**src/rtl/line_endpoint_loader.sv**
```systemverilog
`default_nettype none
// +----------------------------------------------------------------------------+
// | line_endpoint_loader: buffers endpoint sets and commits them in vblank so  |
// | the line sprite only sees frame-stable coordinates.                        |
// | Revision: 1.0                                                              |
// +----------------------------------------------------------------------------+
module line_endpoint_loader #(
  parameter int H_ACTIVE     = 1280,
  parameter int V_ACTIVE     = 720,
  parameter int STALE_FRAMES = 8
) (
  input  logic        clk_in,
  input  logic        rst_in,
  input  logic [10:0] hcount_in,
  input  logic [9:0]  vcount_in,
  input  logic        ep_valid_in,
  output logic        ep_ready_out,
  input  logic [10:0] ep_x1_in,
  input  logic [10:0] ep_x2_in,
  input  logic [9:0]  ep_y1_in,
  input  logic [9:0]  ep_y2_in,
  input  logic        ep_visible_in,
  output logic [10:0] x1_out,
  output logic [10:0] x2_out,
  output logic [9:0]  y1_out,
  output logic [9:0]  y2_out,
  output logic        line_active_out,
  output logic        sprite_rst_out,
  output logic [7:0]  drop_count_out
);

  localparam int STALE_W = $clog2(STALE_FRAMES + 1);

  localparam logic [10:0]        X_MAX     = 11'(H_ACTIVE - 1);
  localparam logic [9:0]         Y_MAX     = 10'(V_ACTIVE - 1);
  localparam logic [9:0]         V_TRIG    = 10'(V_ACTIVE);
  localparam logic [STALE_W-1:0] STALE_MAX = STALE_W'(STALE_FRAMES);
  localparam logic [STALE_W-1:0] STALE_ONE = STALE_W'(1);

  typedef enum logic [1:0] {
    ST_RUN    = 2'd0,
    ST_COMMIT = 2'd1,
    ST_RELOAD = 2'd2
  } state_t;

  state_t state_q, state_d;

  logic               reload_cnt_q, reload_cnt_d;
  logic               pend_valid_q, pend_valid_d;
  logic [10:0]        pend_x1_q, pend_x1_d;
  logic [10:0]        pend_x2_q, pend_x2_d;
  logic [9:0]         pend_y1_q, pend_y1_d;
  logic [9:0]         pend_y2_q, pend_y2_d;
  logic               pend_vis_q, pend_vis_d;
  logic [STALE_W-1:0] stale_q, stale_d;
  logic [10:0]        x1_q, x1_d;
  logic [10:0]        x2_q, x2_d;
  logic [9:0]         y1_q, y1_d;
  logic [9:0]         y2_q, y2_d;
  logic               line_active_q, line_active_d;
  logic               sprite_rst_q, sprite_rst_d;
  logic [7:0]         drop_q, drop_d;

  logic trigger;
  logic transfer;

  function automatic logic [10:0] clamp_x(input logic [10:0] v);
    return (v > X_MAX) ? X_MAX : v;
  endfunction

  function automatic logic [9:0] clamp_y(input logic [9:0] v);
    return (v > Y_MAX) ? Y_MAX : v;
  endfunction

  assign ep_ready_out = (state_q != ST_COMMIT);
  assign trigger      = (vcount_in == V_TRIG) && (hcount_in == 11'd0);
  assign transfer     = ep_valid_in && ep_ready_out;

  always_comb begin
    state_d       = state_q;
    reload_cnt_d  = reload_cnt_q;
    pend_valid_d  = pend_valid_q;
    pend_x1_d     = pend_x1_q;
    pend_x2_d     = pend_x2_q;
    pend_y1_d     = pend_y1_q;
    pend_y2_d     = pend_y2_q;
    pend_vis_d    = pend_vis_q;
    stale_d       = stale_q;
    x1_d          = x1_q;
    x2_d          = x2_q;
    y1_d          = y1_q;
    y2_d          = y2_q;
    line_active_d = line_active_q;
    drop_d        = drop_q;

    if (transfer) begin
      pend_x1_d    = clamp_x(ep_x1_in);
      pend_x2_d    = clamp_x(ep_x2_in);
      pend_y1_d    = clamp_y(ep_y1_in);
      pend_y2_d    = clamp_y(ep_y2_in);
      pend_vis_d   = ep_visible_in;
      pend_valid_d = 1'b1;
      if (pend_valid_q && (drop_q != 8'hFF)) begin
        drop_d = drop_q + 8'd1;
      end
    end

    // A line left untouched for too many frames is blanked; coordinates stay.
    if (stale_q == STALE_MAX) begin
      line_active_d = 1'b0;
    end

    case (state_q)
      ST_RUN: begin
        if (trigger) begin
          if (pend_valid_q || transfer) begin
            state_d = ST_COMMIT;
          end else if (stale_q != STALE_MAX) begin
            stale_d = stale_q + STALE_ONE;
          end
        end
      end
      ST_COMMIT: begin
        x1_d          = pend_x1_q;
        x2_d          = pend_x2_q;
        y1_d          = pend_y1_q;
        y2_d          = pend_y2_q;
        line_active_d = pend_vis_q;
        stale_d       = '0;
        pend_valid_d  = 1'b0;
        reload_cnt_d  = 1'b0;
        state_d       = ST_RELOAD;
      end
      ST_RELOAD: begin
        // Two reload cycles cover the sprite's registered min/max stage.
        if (reload_cnt_q) begin
          state_d = ST_RUN;
        end else begin
          reload_cnt_d = 1'b1;
        end
      end
      default: state_d = ST_RUN;
    endcase

    sprite_rst_d = (state_d == ST_RELOAD);
  end

  always_ff @(posedge clk_in or negedge rst_in) begin
    if (!rst_in) begin
      state_q       <= ST_RUN;
      reload_cnt_q  <= 1'b0;
      pend_valid_q  <= 1'b0;
      pend_x1_q     <= '0;
      pend_x2_q     <= '0;
      pend_y1_q     <= '0;
      pend_y2_q     <= '0;
      pend_vis_q    <= 1'b0;
      stale_q       <= '0;
      x1_q          <= '0;
      x2_q          <= '0;
      y1_q          <= '0;
      y2_q          <= '0;
      line_active_q <= 1'b0;
      sprite_rst_q  <= 1'b1;
      drop_q        <= '0;
    end else begin
      state_q       <= state_d;
      reload_cnt_q  <= reload_cnt_d;
      pend_valid_q  <= pend_valid_d;
      pend_x1_q     <= pend_x1_d;
      pend_x2_q     <= pend_x2_d;
      pend_y1_q     <= pend_y1_d;
      pend_y2_q     <= pend_y2_d;
      pend_vis_q    <= pend_vis_d;
      stale_q       <= stale_d;
      x1_q          <= x1_d;
      x2_q          <= x2_d;
      y1_q          <= y1_d;
      y2_q          <= y2_d;
      line_active_q <= line_active_d;
      sprite_rst_q  <= sprite_rst_d;
      drop_q        <= drop_d;
    end
  end

  assign x1_out          = x1_q;
  assign x2_out          = x2_q;
  assign y1_out          = y1_q;
  assign y2_out          = y2_q;
  assign line_active_out = line_active_q;
  assign sprite_rst_out  = sprite_rst_q;
  assign drop_count_out  = drop_q;

endmodule
`default_nettype wire

```
**config.mk**
```make
export PLATFORM = sky130hd
export DESIGN_NAME = line_endpoint_loader
export DESIGN_NICKNAME = d
export VERILOG_FILES = /design/src/rtl/line_endpoint_loader.sv
export SDC_FILE = /design/constraint.sdc
export NUM_CORES = 1
export LEC_CHECK = 0
export CORE_MARGIN = 10
export CORE_UTILIZATION = 25
export CTS_BUF_LIST = sky130_fd_sc_hd__clkbuf_4 sky130_fd_sc_hd__clkbuf_8 sky130_fd_sc_hd__clkbuf_16
export CTS_CLUSTER_DIAMETER = 60
export DETAILED_ROUTE_END_ITERATION = 10
export PLACE_DENSITY = 0.46
export SLEW_MARGIN = 20
export SYNTH_ARGS = -nofsm -noshare
export SYNTH_HDL_FRONTEND = slang
export SYNTH_SLANG_ARGS = --single-unit
```
**constraint.sdc**
```tcl
create_clock -name clk_in -period 2.3 [get_ports clk_in]
set_clock_uncertainty 0.15 [all_clocks]
set_input_delay 0.46 -clock clk_in [delete_from_list [all_inputs] [get_ports clk_in]]
set_output_delay 0.46 -clock clk_in [all_outputs]
set_load 0.1 [all_outputs]
```
==> key figures, run 1 <==
Status
  • Outcome: finished clean

Yosys
  • Ys async rst share: 100%
  • Mean Syn Cell Area: 12.3 um^2
  • Synthesized cell area: 4300 um^2
  • Post-synth top area share: 59.4%
  • Seq/Total Area, Yosys: 60.0%
  • #FFs+latches synth: 103
  • Post-Synthesis Cells: 350
  • Top_reg_cell synth: dfrtp_1
  • EDFF count, synth: 0
  • Largest cells by area after synthesis: dfrtp_1 59%, mux2_2 12%, nand2_1 6.2%, o22a_1 3.3%, o21ai_0 2.3%
  • Synth area leader: dfrtp_1
  • Post-synth net total: 424
  • Ys Warns: 0
  • Post-synthesis cell type count: 40

CTS
  • Clock slew at reported path FFs: 0.07 ns
  • CTS Sinks: 103
  • # hold bufs at CTS: 0
  • CTS buffer count: 9
  • Clk buf depth: 2
  • Post-CTS Setup Repair Bufs: 0
  • Clock Latency Late Sink: 0.34 ns
  • CTS tree: done
  • CTS H-tree lvls: 3
  • Cts repair resizes: 0
  • Root Driver: clkbuf_16

Die
  • Die height: 151 um
  • DIE WIDTH: 151 um
  • # IOs: 120
  • Starting Density: 25.7%
  • Site Rows: 47
  • Core area: 16700 um^2
  • Die ar.: 22800 um^2

Hold path
  • Classification of the worst-slack hold path: in2async

Timing
  • Hold Fails Final Rpt: 0
  • Fmax: 477 MHz
  • RSZ-0062 raised after global routing: no
  • Fin crit period: 2.10 ns
  • Hold Slack: 0.00139 ns
  • Slew Viols, Final: 0
  • Fin crit share: 91.2%
  • Max-slew headroom: 61.6%
  • Worst-margin pin slew: 0.576 ns
  • Final setup vio count: 0

Final layout
  • Fillers: 1704
  • Commonest non-fill, non-tap cell in the layout: dfrtp_1
  • Most frequent cells in the layout: 100 x dfrtp_1, 71 x nand2_1, 65 x clkdlybuf4s50_1
  • Nets@finish: 548
  • Final cell count without fillers: 699
  • Area grow syn2layout: 39.2%
  • ANT cells: 0
  • Layout cell share with drive strength beyond 1: 28.4%
  • Post-layout util: 35.8%

Detailed routing
  • Antenna-violating nets left: 0
  • Number of remaining DRC errors: 0
  • Initial drt markers: 153
  • DR pass1 iterations: 4
  • Wirelength per Cell: 16.2 um
  • Final Routed Wirelength: 11.3 mm
  • DR vias/cell: 4.40
  • Via count: 3079

Place
  • Placer Congestion: 0.772
  • Placed Cells: 683
  • I/O Buffers: 119
  • Post-DP HPWL: 8.26 mm

Worst setup path
  • Crit. End Element: output pin
  • Setup CP Type: reg2out
  • Worst Path Max Fanout: 6
  • Crit path launch type: flop
  • WP data required: 1.69 ns
  • Worst Path Arrival: 1.49 ns

Power and ir drop
  • Lkg Pwr: 2.71 nW
  • PwrDens: 870 nW/um^2
  • Max VDD drop: 1.07 mV

Global route
  • Vias in the first global route: 3308
  • GRT Resource Usage Total: 10.2%
  • Largest net degree at the start of global routing: 104
  • First-pass GRT wire length: 18.1 mm
  • Gr ovfl total: 0
  • Initial antenna violation count: 0

Job
  • Max-cap violations: 0
[sequential cells by signal, indices dropped and copies added (netlist names), 2 cells and up]
name,count
pend_x1_q,11
pend_x2_q,11
x1_out,11
x2_out,11
pend_y1_q,10
pend_y2_q,10
y1_out,10
y2_out,10
drop_count_out,8
stale_q,4
state_q,2
[cell usage after synthesis, types with 2 or more instances]
master / number
dfrtp_1: 102
nand2_1: 71
mux2_2: 44
o21ai_0: 20
o22a_1: 16
buf_2: 9
nand3_1: 9
ha_1: 7
inv_1: 7
nand3b_1: 7
nor2_1: 7
xor2_1: 6
nor3_1: 5
nand4_1: 3
o21a_1: 3
a31o_2: 2
a32oi_1: 2
and3_1: 2
buf_1: 2
clkbuf_1: 2
nor2b_1: 2
nor4_2: 2
o211a_1: 2
o311ai_0: 2
[layer usage]
layer	wire, um	vias up	GRT usage [%]
met3	688	13	3.40
li1	-	1476	-
met5	0	-	0
met4	195	0	4.33
met2	5510	76	16.4
met1	4930	1514	12.2
[worst max-delay path, cell delays in order (launching register included)]
cell and delay, ns:
dfrtp_1 0.42, inv_1 0.08, ha_2 0.22, inv_1 0.20, buf_12 0.21
[power breakdown]
part	internal [W]	switching [W]
Combinational	0.000384	0.00101
Clock	0.000975	0.000700
Sequential	0.00199	0.000143
Total	0.00335	0.00185
[final cells by class]
cell class | count | area [um^2] | share of cell area [%]
sequential | 103 | 2580 | 43.2
inverter | 7 | 26.3 | 0.440
clock buffer | 10 | 233 | 3.89
clock inverter | 6 | 91.3 | 1.53
tap | 220 | 275 | 4.60
timing repair buffer | 127 | 1140 | 19.1
multi-input combinational | 226 | 1630 | 27.3
[kinds of logic after synthesis]
family	after synthesis	share of synthesized area [%]
flip-flops	103	60.0
AO/OA/AOI/OAI	51	8.94
multiplexers	45	11.8
XOR/XNOR	7	1.43
buffers and inverters	21	2.18
AND/OR/NAND/NOR	116	13.6
adder cells (fa/ha/maj)	7	2.04
[path summary, 6_finish.rpt]
check	slack, ns	start	endpoint	cells past startpoint
worst min-delay path	0.001	rst_in	drop_count_out[6]	2
worst max register to register	0.31	state_q[0]	stale_q[2]	6
worst min register to register	0.31	pend_y2_q[3]	pend_y2_q[3]	2
max in group asynchronous	1.53	rst_in	pend_y2_q[8]	2
worst max-delay path	0.20	state_q[1]	ep_ready_out	4
min in group clk_in	0.31	pend_y2_q[3]	pend_y2_q[3]	2
[stage by stage]
step	total power (W)	area (um^2)	worst slack [ns]	setup TNS [ns]
after floorplan	0.00314	4300	0.0611	0
after global placement	0.00357	5650	0.0463	0
after detailed placement	0.00359	5650	-0.0140	-0.0140
after CTS	0.00529	5980	0.175	0
after global routing	0.00545	5980	0.0415	0
final	0.00520	5980	0.202	0
Power figures use the tool's default switching activity.
==> run 2: changes to the inputs <==
--- a/config.mk
+++ b/config.mk
@@ -5,6 +5,7 @@
 export SDC_FILE = /design/constraint.sdc
 export NUM_CORES = 1
 export LEC_CHECK = 0
+export ABC_AREA = 1
 export CORE_MARGIN = 10
 export CORE_UTILIZATION = 25
 export CTS_BUF_LIST = sky130_fd_sc_hd__clkbuf_4 sky130_fd_sc_hd__clkbuf_8 sky130_fd_sc_hd__clkbuf_16
==> run 2 against run 1 <==
Sequential cell count unchanged. Sequential power decreased by 3%. Die area increased by 2.7%. Power decreased by 9.5%. Global-route usage increased by 0.58 points. Combinational power decreased by 24%. First-iteration DRC count decreased by 19%.
==> key figures, run 2 <==
Yosys
  • Post-synthesis xor/xnor area fraction: 2.12%
  • Post-synth net total: 561
  • Ys Warns: 0
  • Post-synthesis cell type count: 31
  • Post-Synthesis Cells: 487
  • Post-Synth Adder-Cell Area: 1.98%
  • Top_reg_cell synth: dfrtp_1
  • Top-count cell post-synth: nand2_1
  • Synth area leader: dfrtp_1
  • EDFF count, synth: 0
  • Simple-gate share of the synthesized area: 19.9%
  • Largest family of logic cells by synthesized area: simple AND/OR/NAND/NOR gates
  • Compound-Gate Fraction of Synth Area: 10.2%
  • Mux contribution to synthesized area: 0%
  • Synthesized cell area: 4430 um^2
  • Seq/Total Area, Yosys: 58.2%
  • Mean Syn Cell Area: 9.09 um^2
  • Synth cell count leaders: 126 x nand2_1, 102 x dfrtp_1, 59 x o21ai_0
  • Post-synth top area share: 57.6%
  • Ys async rst share: 100%
  • #FFs+latches synth: 103
  • Largest cells by area after synthesis: dfrtp_1 58%, nand2_1 11%, o21ai_0 6.7%, inv_1 4.9%, nor2_1 2.9%

Die
  • Core area: 17400 um^2
  • # IOs: 120
  • Starting Density: 25.5%
  • Die ar.: 23400 um^2
  • DIE WIDTH: 153 um
  • Die height: 153 um
  • Site Rows: 48

Timing
  • Slew Viols, Final: 0
  • Fin crit share: 93.3%
  • Final setup vio count: 0
  • Max-slew headroom: 67.6%
  • Hold Fails Final Rpt: 0
  • Fmax: 466 MHz
  • Hold Slack: 0.327 ns
  • Worst-margin pin slew: 0.486 ns
  • Fin crit period: 2.14 ns
  • Setup TNS: 0 ns
  • RSZ-0062 raised after global routing: no

Detailed routing
  • Via count: 3533
  • Antenna-violating nets left: 0
  • Number of remaining DRC errors: 0
  • Initial drt markers: 124
  • DR pass1 iterations: 4
  • Final Routed Wirelength: 12.4 mm
  • DR vias/cell: 4.21
  • Wirelength per Cell: 14.8 um

Global route
  • GRT Resource Usage Total: 10.8%
  • Largest net degree at the start of global routing: 40
  • First-pass GRT wire length: 20.3 mm
  • Vias in the first global route: 3719
  • Initial antenna violation count: 0
  • Gr ovfl total: 0

Place
  • Post-DP HPWL: 9.24 mm
  • I/O Buffers: 119
  • Placer Congestion: 0.766

Final layout
  • Commonest non-fill, non-tap cell in the layout: nand2_1
  • Most frequent cells in the layout: 126 x nand2_1, 102 x dfrtp_1, 65 x clkdlybuf4s50_1
  • Layout cell share with drive strength beyond 1: 16.1%
  • Nets@finish: 684
  • Area grow syn2layout: 38.1%
  • ANT cells: 0

CTS
  • Clk buf depth: 2
  • CTS buffer count: 9
  • CTS tree: done
  • Clock slew at reported path FFs: 0.07 ns
  • Post-CTS Setup Repair Bufs: 0
  • Cts repair resizes: 0
  • # hold bufs at CTS: 1
  • CTS H-tree lvls: 3
  • Clock Latency Late Sink: 0.36 ns
  • Root Driver: clkbuf_16
  • CTS Sinks: 103

Worst setup path
  • CP max stage cell: dfrtp_1
  • Worst Path Arrival: 1.53 ns
  • Worst Path Max Fanout: 21
  • Crit-path cells: inv_1 -> ha_1 -> inv_4 -> buf_12
  • R2r startpoint: state_q[1]
  • WP data required: 1.69 ns
  • Crit path launch type: flop
  • Slowest cell delay on critical path: 0.41 ns
  • Worst reg2reg setup slack: 0.21 ns
  • FF-to-FF End: state_q[0]
  • Crit. End Element: output pin
  • Setup CP Type: reg2out
  • Worst-case reg-to-reg path depth: 7

Hold path
  • Hold EP: x1_out[3]
  • Min-delay src: x1_out[3]
  • Classification of the worst-slack hold path: reg2reg
  • Hold Path Depth: 2

Power and ir drop
  • Max VDD drop: 0.714 mV
  • PwrDens: 770 nW/um^2
  • Lkg Pwr: 2.96 nW

Status
  • Outcome: finished clean

Job
  • Max-cap violations: 0
[run 2: cell types whose count changed after synthesis, moves of 5 or more]
| cell | delta |
|---|---|
| nand2_1 | +55 |
| inv_1 | +51 |
| mux2_2 | -44 |
| o21ai_0 | +39 |
| nor2_1 | +27 |
| o22a_1 | -16 |
| o22ai_1 | +11 |
| or2_1 | +8 |
| nand3b_1 | -7 |
| o21ai_1 | +7 |
| clkbuf_1 | +5 |
[run 2: kinds of logic after synthesis]
group                    Yosys count
AO/OA/AOI/OAI                     85
XOR/XNOR                           9
adder cells (fa/ha/maj)            7
buffers and inverters             79
flip-flops                       103
AND/OR/NAND/NOR                  204
[run 2: cell type report]
cell class                 instances  area (um^2)
tap                              225          282
timing repair buffer             130         1200
clock inverter                     7         78.8
multi-input combinational        305         1510
fill                            1783        11200
clock buffer                       9          225
inverter                          61          234
sequential                       103         2580
[run 2: layer usage]
layer	share of wire [%]	wire length, um	GRT usage [%]	vias to the layer above
li1	-	-	-	1776
met1	47	5820	13.6	1652
met2	44	5470	16.1	92
met3	7.1	880	4.01	13
met4	2.1	258	4.68	0
met5	0	0	0	-
[run 2: how the worst max path moves through the flow]
stage                                 start           endpoint  slack [ns]  cells past startpoint
after floorplan           drop_count_out[1]  drop_count_out[3]        0.05                      7
after global placement          ep_valid_in  drop_count_out[6]        0.27                      7
after detailed placement        ep_valid_in  drop_count_out[6]        0.22                      7
after CTS                        state_q[1]       ep_ready_out        0.13                      4
after global routing             state_q[1]     sprite_rst_out        0.06                      8
final                            state_q[1]       ep_ready_out        0.16                      4
[run 2: power breakdown]
part           switching (W)  internal (W)  total [W]
Combinational       0.000756      0.000315    0.00107
Clock               0.000723      0.000854    0.00158
Sequential          0.000118       0.00195    0.00206
Total                0.00160       0.00312    0.00471
[run 2: critical path: cells and delay by family, from the launching register on]
| kind | cells | cell delay [ns] |
|---|---|---|
| flops | 1 | 0.41 |
| fa+ha+maj | 1 | 0.22 |
| buf+inv | 3 | 0.53 |
[run 2: stage by stage]
stage / power (W) / util, % / cells / setup WS, ns / cell area [um^2]
finish: 0.00471 / 35.2 / 840 / 0.155 / 6120
global route: 0.00495 / 35.2 / 840 / 0.0586 / 6120
floorplan: 0.00281 / - / 487 / 0.0540 / 4430
detailed placement: 0.00319 / 33.4 / 823 / 0.222 / 5800
CTS: 0.00479 / 35.2 / 840 / 0.132 / 6120
global placement: 0.00319 / 33.4 / 823 / 0.267 / 5800
==> run 3: changes to the inputs <==
--- a/config.mk
+++ b/config.mk
@@ -12,6 +12,7 @@
 export CTS_CLUSTER_DIAMETER = 60
 export DETAILED_ROUTE_END_ITERATION = 10
 export PLACE_DENSITY = 0.46
+export SETUP_SLACK_MARGIN = 0.5
 export SLEW_MARGIN = 20
 export SYNTH_ARGS = -nofsm -noshare
 export SYNTH_HDL_FRONTEND = slang
==> run 3 against run 2 <==
Count of clock-buffer cells in the layout grew 1. Core utilization grew 1.1 points. Highest routed layer is now met5. Clock power fell by 8%. Sequential power hardly changed. Cell count is 1.4% higher.
==> key figures, run 3 (synthesis results as in run 2) <==
CTS
  • CTS buffer count: 9
  • Root Driver: clkbuf_16
  • Clock slew at reported path FFs: 0.07 ns
  • Clk buf depth: 2
  • Clock Latency Late Sink: 0.35 ns
  • CTS tree: done
  • CTS Sinks: 103
  • CTS H-tree lvls: 3

Detailed routing
  • Via count: 3603
  • Initial drt markers: 147
  • Number of remaining DRC errors: 0
  • DR pass1 iterations: 4
  • Antenna-violating nets left: 0
  • DR vias/cell: 4.23
  • Final Routed Wirelength: 12.7 mm
  • Wirelength per Cell: 14.9 um

Hold path
  • Hold Path Depth: 2
  • Classification of the worst-slack hold path: reg2reg
  • Hold EP: y2_out[0]
  • Min-delay src: y2_out[0]

Die
  • Site Rows: 48
  • Core area: 17400 um^2
  • DIE WIDTH: 153 um
  • Die ar.: 23400 um^2
  • Die height: 153 um
  • # IOs: 120
  • Starting Density: 25.5%

Final layout
  • Fillers: 1736
  • Layout cell share with drive strength beyond 1: 19.5%
  • Most frequent cells in the layout: 125 x nand2_1, 95 x dfrtp_1, 65 x clkdlybuf4s50_1
  • Design area: 6300 um^2
  • Commonest non-fill, non-tap cell in the layout: nand2_1
  • Area grow syn2layout: 42.2%
  • Nets@finish: 694

Global route
  • Gr ovfl total: 0
  • Initial antenna violation count: 6
  • Vias in the first global route: 3745
  • GRT Resource Usage Total: 11.0%
  • Largest net degree at the start of global routing: 41
  • First-pass GRT wire length: 20.6 mm

Power and ir drop
  • Max VDD drop: 0.873 mV
  • PwrDens: 735 nW/um^2
  • Lkg Pwr: 3.03 nW
  • Tot Pwr: 0.00463 W

Timing
  • Slew Viols, Final: 0
  • Fin crit period: 1.85 ns
  • Hold Fails Final Rpt: 0
  • Fin crit share: 80.5%
  • Setup TNS: 0 ns
  • Fmax: 540 MHz
  • Final setup vio count: 0
  • Worst-margin pin slew: 0.584 ns
  • Max-slew headroom: 61.1%
  • RSZ-0062 raised after global routing: yes
  • Final worst slack: 0.449 ns

Worst setup path
  • Worst Path Max Fanout: 3
  • Crit path launch type: flop
  • Crit. End Element: output pin
  • CP max stage cell: dfrtp_1
  • WP data required: 1.69 ns
  • Delay-heaviest family, CP: flip-flops
  • Setup CP Type: reg2out
  • Setup crit start: state_q[1]
  • Worst reg2reg setup slack: 0.60 ns
  • Crit-path cells: inv_2 -> ha_4 -> inv_16 -> buf_16
  • Worst Path Arrival: 1.24 ns
  • Slowest cell delay on critical path: 0.39 ns
  • FF-to-FF End: pend_y1_q[1]
  • CP Buf/Inv Count: 3
  • R2r startpoint: state_q[0]
  • Worst-case reg-to-reg path depth: 8

Place
  • Post-DP HPWL: 9.31 mm
  • I/O Buffers: 119
  • Placer Congestion: 0.740
  • Area post-placement: 5820 um^2
  • Pre-CTS setup slack: 0.219 ns

Status
  • Outcome: finished clean

Job
  • Max-cap violations: 0
run 3: how the worst max path moves through the flow:
stage                              to  slack, ns  depth (start not counted)
global placement    drop_count_out[6]       0.25                          9
detailed placement  drop_count_out[6]       0.22                          9
finish                   ep_ready_out       0.45                          4
CTS                      ep_ready_out       0.45                          4
global route             ep_ready_out       0.39                          4
floorplan           drop_count_out[3]       0.53                          7
run 3: final cells by class:
type | instances | area (um^2) | share of cell area (%)
multi-input combinational | 305 | 1560 | 24.8
clock inverter | 6 | 45.0 | 0.715
inverter | 61 | 250 | 3.97
antenna | 2 | 5.00 | 0.0795
clock buffer | 10 | 239 | 3.79
sequential | 103 | 2590 | 41.2
timing repair buffer | 139 | 1320 | 20.9
timing repair inverter | 1 | 8.76 | 0.139
tap | 225 | 282 | 4.47
run 3: metrics by stage:
step / util, % / hold WS, ns / cells
floorplan: - / 0.0144 / 487
global placement: 33.5 / 0.310 / 823
detailed placement: 33.5 / 0.314 / 823
CTS: 35.9 / 0.332 / 849
global route: 36.3 / 0.349 / 850
finish: 36.3 / 0.328 / 852
run 3: layer usage:
layer	track usage [%]	part of all wire [%]	wire, um	vias to the layer above
met1	14.4	47	6030	1666
li1	-	-	-	1804
met4	3.95	1.4	179	8
met3	4.41	8.0	1020	23
met2	15.8	43	5440	102
met5	0	0.33	42	-
run 3: worst reg2reg max path, stage by stage (launching register included):
cell and delay, ns:
dfrtp_1 0.41, ha_4 0.21, inv_16 0.08, buf_12 0.10, nand2_8 0.07, buf_6 0.18, or2_1 0.21, o22ai_1 0.13
inv_1 0.06
run 3: where the power goes:
group / leakage, nW / total [W] / internal [W] / switching (W)
logic: 1.70 / 0.00108 / 0.000321 / 0.000756
registers: 1.19 / 0.00209 / 0.00197 / 0.000121
clock network: 0.143 / 0.00146 / 0.000770 / 0.000693
total: 3.03 / 0.00463 / 0.00306 / 0.00157
run 3: repair_timing:
| action | in CTS | in global routing |
|---|---|---|
| hold endpoints to repair | 37 | 0 |
| hold buffers | 1 | 0 |
| pin swaps | 1 | 2 |
| gates cloned | 1 | 0 |
| resized for setup | 9 | 16 |
| setup buffers | 8 | 1 |
| setup endpoints to repair | 59 | 55 |
